`src/rtl/fetch_ctrl_pkg.sv`:
```
// ---------------------------------------------------------------------------
// fetch_ctrl_pkg : shared encodings for the fetch controller.  Rev 1.0
// ---------------------------------------------------------------------------
`default_nettype none

package fetch_ctrl_pkg;

  typedef enum logic [0:0] {
    RUN   = 1'b0,
    STALL = 1'b1
  } state_t;

  localparam int          c_stall_cnt_w   = 3;

  localparam logic [1:0]  c_status_normal = 2'b00;
  localparam logic [1:0]  c_status_exc    = 2'b01;
  localparam logic [1:0]  c_status_irq    = 2'b10;

  localparam logic [2:0]  c_sel_seq       = 3'b000;
  localparam logic [2:0]  c_sel_br        = 3'b100;
  localparam logic [2:0]  c_sel_j         = 3'b010;
  localparam logic [2:0]  c_sel_jr        = 3'b001;

endpackage

`default_nettype wire

```
`src/rtl/irq_edge_latch.sv`:
```
// ---------------------------------------------------------------------------
// irq_edge_latch : rising-edge detect on irq, pending flag until taken. Rev 1.0
// ---------------------------------------------------------------------------
`default_nettype none

module irq_edge_latch (
  input  logic clk,
  input  logic rst_n,
  input  logic i_irq,
  input  logic i_take,
  output logic o_irq_pending
);

  logic r_irq_d;
  logic r_irq_pending;
  logic w_irq_rise;

  assign w_irq_rise = i_irq & ~r_irq_d;

  // A new edge arriving in the same cycle the interrupt is taken re-arms it.
  always_ff @(posedge clk) begin
    if (!rst_n) begin
      r_irq_d       <= 1'b0;
      r_irq_pending <= 1'b0;
    end else begin
      r_irq_d <= i_irq;
      if (w_irq_rise) begin
        r_irq_pending <= 1'b1;
      end else if (i_take) begin
        r_irq_pending <= 1'b0;
      end
    end
  end

  assign o_irq_pending = r_irq_pending;

endmodule

`default_nettype wire

```
`src/rtl/fetch_control.sv`:
```
// ---------------------------------------------------------------------------
// fetch_control : PC/IF_ID write, next-PC select, flush and trap control. Rev 1.0
// ---------------------------------------------------------------------------
`default_nettype none

module fetch_control
  import fetch_ctrl_pkg::*;
#(
  parameter int JR_STALL_CYCLES = 2
) (
  input  logic       clk,
  input  logic       rst_n,
  input  logic       branch_taken,
  input  logic       jump_id,
  input  logic       jr_id,
  input  logic       jr_hazard,
  input  logic       load_use_hazard,
  input  logic       exception,
  input  logic       irq,
  input  logic       kernel_mode,
  output logic       PC_IF_ID_Write,
  output logic [2:0] select_PC_next,
  output logic [1:0] status,
  output logic       ID_EX_flush,
  output logic       irq_ack
);

  localparam logic [c_stall_cnt_w-1:0] c_stall_load =
    c_stall_cnt_w'((JR_STALL_CYCLES > 1) ? (JR_STALL_CYCLES - 2) : 0);

  state_t                   r_state;
  state_t                   w_state_nxt;
  logic [c_stall_cnt_w-1:0] r_stall_cnt;
  logic [c_stall_cnt_w-1:0] w_stall_cnt_nxt;
  logic                     w_irq_pending;
  logic                     w_irq_take;
  logic                     w_write;
  logic [2:0]               w_sel;
  logic [1:0]               w_status;
  logic                     w_flush;

  irq_edge_latch u_irq_edge_latch (
    .clk           (clk),
    .rst_n         (rst_n),
    .i_irq         (irq),
    .i_take        (w_irq_take),
    .o_irq_pending (w_irq_pending)
  );

  // Interrupts are only taken on a clean RUN cycle with no redirect or hazard.
  assign w_irq_take = rst_n & w_irq_pending & ~kernel_mode & ~exception &
                      ~branch_taken & ~jump_id & ~jr_id & (r_state == RUN) &
                      ~jr_hazard & ~load_use_hazard;

  always_ff @(posedge clk) begin
    if (!rst_n) begin
      r_state     <= RUN;
      r_stall_cnt <= '0;
    end else begin
      r_state     <= w_state_nxt;
      r_stall_cnt <= w_stall_cnt_nxt;
    end
  end

  always_comb begin
    w_state_nxt     = r_state;
    w_stall_cnt_nxt = r_stall_cnt;
    w_write         = 1'b1;
    w_sel           = c_sel_seq;
    w_status        = c_status_normal;
    w_flush         = 1'b0;
    if (!rst_n) begin
      w_state_nxt     = RUN;
      w_stall_cnt_nxt = '0;
    end else if (exception) begin
      w_status        = c_status_exc;
      w_flush         = 1'b1;
      w_state_nxt     = RUN;
      w_stall_cnt_nxt = '0;
    end else if (w_irq_take) begin
      w_status = c_status_irq;
      w_flush  = 1'b1;
    end else if (branch_taken) begin
      w_sel           = c_sel_br;
      w_flush         = 1'b1;
      w_state_nxt     = RUN;
      w_stall_cnt_nxt = '0;
    end else if (r_state == STALL) begin
      w_write = 1'b0;
      w_flush = 1'b1;
      if (r_stall_cnt == '0) begin
        w_state_nxt = RUN;
      end else begin
        w_stall_cnt_nxt = r_stall_cnt - 1'b1;
      end
    end else if (jr_hazard) begin
      // The hazard cycle itself counts as the first stall cycle.
      w_write = 1'b0;
      w_flush = 1'b1;
      if (JR_STALL_CYCLES > 1) begin
        w_state_nxt     = STALL;
        w_stall_cnt_nxt = c_stall_load;
      end
    end else if (load_use_hazard) begin
      w_write = 1'b0;
      w_flush = 1'b1;
    end else if (jump_id && jr_id) begin
      w_status = c_status_exc;
      w_flush  = 1'b1;
    end else if (jump_id) begin
      w_sel = c_sel_j;
    end else if (jr_id) begin
      w_sel = c_sel_jr;
    end
  end

  assign PC_IF_ID_Write = w_write;
  assign select_PC_next = w_sel;
  assign status         = w_status;
  assign ID_EX_flush    = w_flush;
  assign irq_ack        = w_irq_take;

endmodule

`default_nettype wire
```
`config.mk`:
```
export PLATFORM = sky130hd
export DESIGN_NAME = fetch_control
export DESIGN_NICKNAME = d
export VERILOG_FILES = /design/src/rtl/fetch_ctrl_pkg.sv /design/src/rtl/irq_edge_latch.sv /design/src/rtl/fetch_control.sv
export SDC_FILE = /design/constraint.sdc
export NUM_CORES = 1
export LEC_CHECK = 0
export BUFFER_PORTS_ARGS = -buffer_cell sky130_fd_sc_hd__buf_2
export CAP_MARGIN = 20
export CELL_PAD_IN_SITES_DETAIL_PLACEMENT = 1
export CELL_PAD_IN_SITES_GLOBAL_PLACEMENT = 1
export CORE_UTILIZATION = 27
export CTS_BUF_LIST = sky130_fd_sc_hd__clkbuf_16
export CTS_CLUSTER_SIZE = 10
export DETAILED_ROUTE_END_ITERATION = 16
export PLACE_DENSITY_LB_ADDON = 0.1
export SYNTH_ARGS = -nofsm -noshare
export SYNTH_HDL_FRONTEND = slang
export SYNTH_SLANG_ARGS = --single-unit
```
`constraint.sdc`:
```
create_clock -name clk -period 1.3 [get_ports clk]
set_input_delay 0.065 -clock clk [delete_from_list [all_inputs] [get_ports clk]]
set_output_delay 0.065 -clock clk [all_outputs]
set_load 0.005 [all_outputs]
```
==> results.txt <==
- Port buffer count: 17
- Drt wl/cell: 14.6 µm
* I/O pin total: 18
- Area growth from synthesis to layout: 75.2%
- Arrival @ worst endpoint: 1.42 ns
- In this run the worst hold path is classified as input pin to register.
- By count the netlist is led by dfxtp_1, nor2_1.
- Fin. Hold Viols: 0
- Ranking of synthesized cells by area: dfxtp_1, ha_1, nor3b_1, nand2b_1, or3_1
- Final cell count without fillers: 92
* Die Wd: 40.7 µm
- Launch instance of the worst min-delay path: irq
- Worst-path clk slew: 0.03 ns
* Setup repair after global routing missed its margin: true
- Pin count of the biggest net entering global routing: 11
- Maximum buffer depth of the clock tree: 2
* WL met3: 65 µm
- Synthesized area per cell: 8.42 µm²
- Traced cell by cell, the critical path runs through or3_4 -> o41a_1 -> buf_2.
- Tot GR Track Use: 18.4%
- Clock tree synthesis selected as its root buffer the cell clkbuf_16.
- DRC violations left: 0
* Total inserted antenna cells: 0
- Die height: 40.7 µm
- Crit end category: output pin
* CP Launch Point: r_state$_SDFFE_PP0N_
- Share of the core filled with cells: 52.5%
- Slew at the pin closest to its max-slew limit: 0.431 ns
- The number of hold buffers added after CTS was 0.
* Most frequently used flop master after synthesis: dfxtp_1
* CP startpoint kind: register
* Proportion of synthesized chip area in sequential cells: 29.7%
- The floorplan has 13 rows.
* Peak supply drop: 0.631 mV
- Library cell occupying the most area in the post-synthesis netlist: dfxtp_1
- In this run the remaining antenna-violating nets after routing total 0.
- DR WL met2: 679 µm
- The checks that failed: setup timing.
* Net count of the mapped netlist: 60
- Number of enable-type register cells in the synthesized netlist: 0
* Pre-CTS setup slack: -0.0754 ns
- Final WL: 1340 µm
- The detailed router used layers up to and including met4.
- The clock network burns 63.8% of the power.
- Fraction of the cycle the final worst path needs: 114%
- The number of global-route vias before repair was 429.
* Switching power summed over all nets: 145 µW
- For this run, the detailed router's first-pass iteration total came to 2.
* Iteration-0 DRC Markers: 4
- Proportion of layout cells with a drive suffix above 1: 62.3%
- Including well taps, the total number of placed cells is 84.
- After the last flow step, the layout net total stands at 91.
- Sum of net half-perimeters after detailed placement: 916 µm
- Number of CTS-inserted buffers: 3
* Number of antenna violations at the first check in global routing: 0
* Grt total ovfl: 0
* Total count of max-transition violations in the final report: 0
- Synthesis-stage register bit count: 6
- Run status: complete, but fails checks
* H-Tree Level Count: 1
* Overall die area: 0.00166 mm²
- Worst rel slew slack: 71.2%
- Reg-to-reg critical path startpoint: u_irq_edge_latch.o_irq_pending$_SDFFE_PN0P_
* Most repeated cell in the gate-level netlist after synthesis: dfxtp_1
* Setup CP Type: register to output pin
* Routed via count: 476
- Highest-delay cell along the critical path: or3_4
- In this run the standard cell core region covers 0.00135 mm².
* Cell Area, Synth: 404 µm²
- Maximum clock skew at final layout: 0.000239 ns
- Data required time of the worst path: 1.24 ns
- Share of power burned in registers: 24.9%
- Fmax: 0.675 GHz
- Part of the power in combinational logic: 11.3%
- Last weighted congestion value of the routability-driven placer: 0.619
- The first global-routing pass estimated 1860 µm of wire.
- Peak fanout along the critical path: 4
* Clock sink count: 6
- # Max-Cap Violations: 0
* Clock latency on the worst-skew pair: 0.23 ns
- In this run, distinct cell masters in the synthesized netlist total 27.
- In this run the static leakage power is 0.309 nW.
- Gate Count Post-Synth: 48
* Internal cell power: 632 µW
- CP peak stage delay: 0.39 ns
- Using the TritonRoute via totals, the vias-per-cell ratio works out to 5.17.
* Sum Neg Setup Slack: -1.03 ns
- Detailed-routing wirelength on met1: 584 µm
* Post-synthesis async set-or-reset flop share: 0%
* Initial cell density of the core: 29.9%
* Clock period minus final worst setup slack: 1.48 ns
- TritonCTS clock tree: done
- Total of endpoints with negative setup slack in the final report: 7
- Across all setup checks in the final design, the least slack found is -0.181 ns.
- Net switching is 18.7% of the power.
* Share of the synthesized area in the top cell type: 29.7%
- Dividing total power by cell area gives a power density of 1100 mW/mm².
- Yosys printed 0 warnings.
-- layer usage --
| metal | up-vias | global-route usage [%] |
|---|---|---|
| met5 | - | 0 |
| met4 | 0 | 10.0 |
| met3 | 2 | 8.15 |
| met2 | 10 | 27.8 |
| met1 | 228 | 21.6 |
| li1 | 236 | - |
-- state kept, by name, indices dropped and copies added (netlist names) --
signal	flops
u_irq_edge_latch.r_irq_d	1
r_stall_cnt	3
r_state	1
u_irq_edge_latch.o_irq_pending	1
-- cell type report --
class,count,area (µm²)
clock buffer,3,75.1
fill,166,642
inverter,3,11.3
multi-input combinational,38,314
sequential,6,125
tap,15,18.8
timing repair buffer,27,164
-- cells by family after synthesis --
kind of cell	synth area share, %
buffers and inverters	4.02
DFF	29.7
AOI/OAI and AO/OA	20.1
and+or+nand+nor	39.9
adders and majority gates	6.19
-- cell usage in the layout, fill, tap and decap left out, types with 2 or more instances in the layout --
cell       count
nand2_1        3
buf_2         17
dfxtp_1        2
a31oi_1        2
dfxtp_2        4
nand3_1        2
inv_2          2
nor3b_2        2
nand2b_1       2
buf_4          9
clkbuf_16      3
nor2_1         3
or3_1          2
-- critical path, delay by kind of cell, from the launching register on --
kind / cells / cell delay (ns)
AND/OR/NAND/NOR: 1 / 0.39
flip-flops: 1 / 0.31
buffers and inverters: 1 / 0.13
AO/OA/AOI/OAI: 1 / 0.37
-- power by group through the flow --
stage / sequential (mW) / clock (mW) / combinational, mW
2_1_floorplan: 0.195 / 0 / 0.0295
3_3_place_gp: 0.195 / 0 / 0.0660
3_5_place_dp: 0.196 / 0 / 0.0661
4_1_cts: 0.193 / 0.508 / 0.0809
5_1_grt: 0.194 / 0.518 / 0.0964
6_report: 0.193 / 0.496 / 0.0879
-- what timing repair did --
action                                  4_1_cts  5_1_grt
resized for setup                            12        2
endpoints found under the setup margin        8        7
pin swaps                                     7        5
buffers inserted                              3        2
-- stage by stage --
stage               cell area (µm²)  total power, mW  hold slack, ns
finish                          708            0.777          0.0654
global route                    708            0.808          0.0746
CTS                             687            0.782          0.0662
detailed placement              552            0.262           0.297
global placement                552            0.261           0.291
floorplan                       415            0.224           0.163
-- worst paths after layout --
path / endpoint / slack, ns / cells after the start
worst max-delay path: ID_EX_flush / -0.18 / 3
worst min-delay path: u_irq_edge_latch.r_irq_d$_SDFF_PN0_ / 0.07 / 2
worst max register to register: u_irq_edge_latch.o_irq_pending$_SDFFE_PN0P_ / -0.14 / 4
worst min register to register: r_stall_cnt[1]$_SDFFE_PP0P_ / 0.50 / 2
Power figures use the tool's default switching activity.
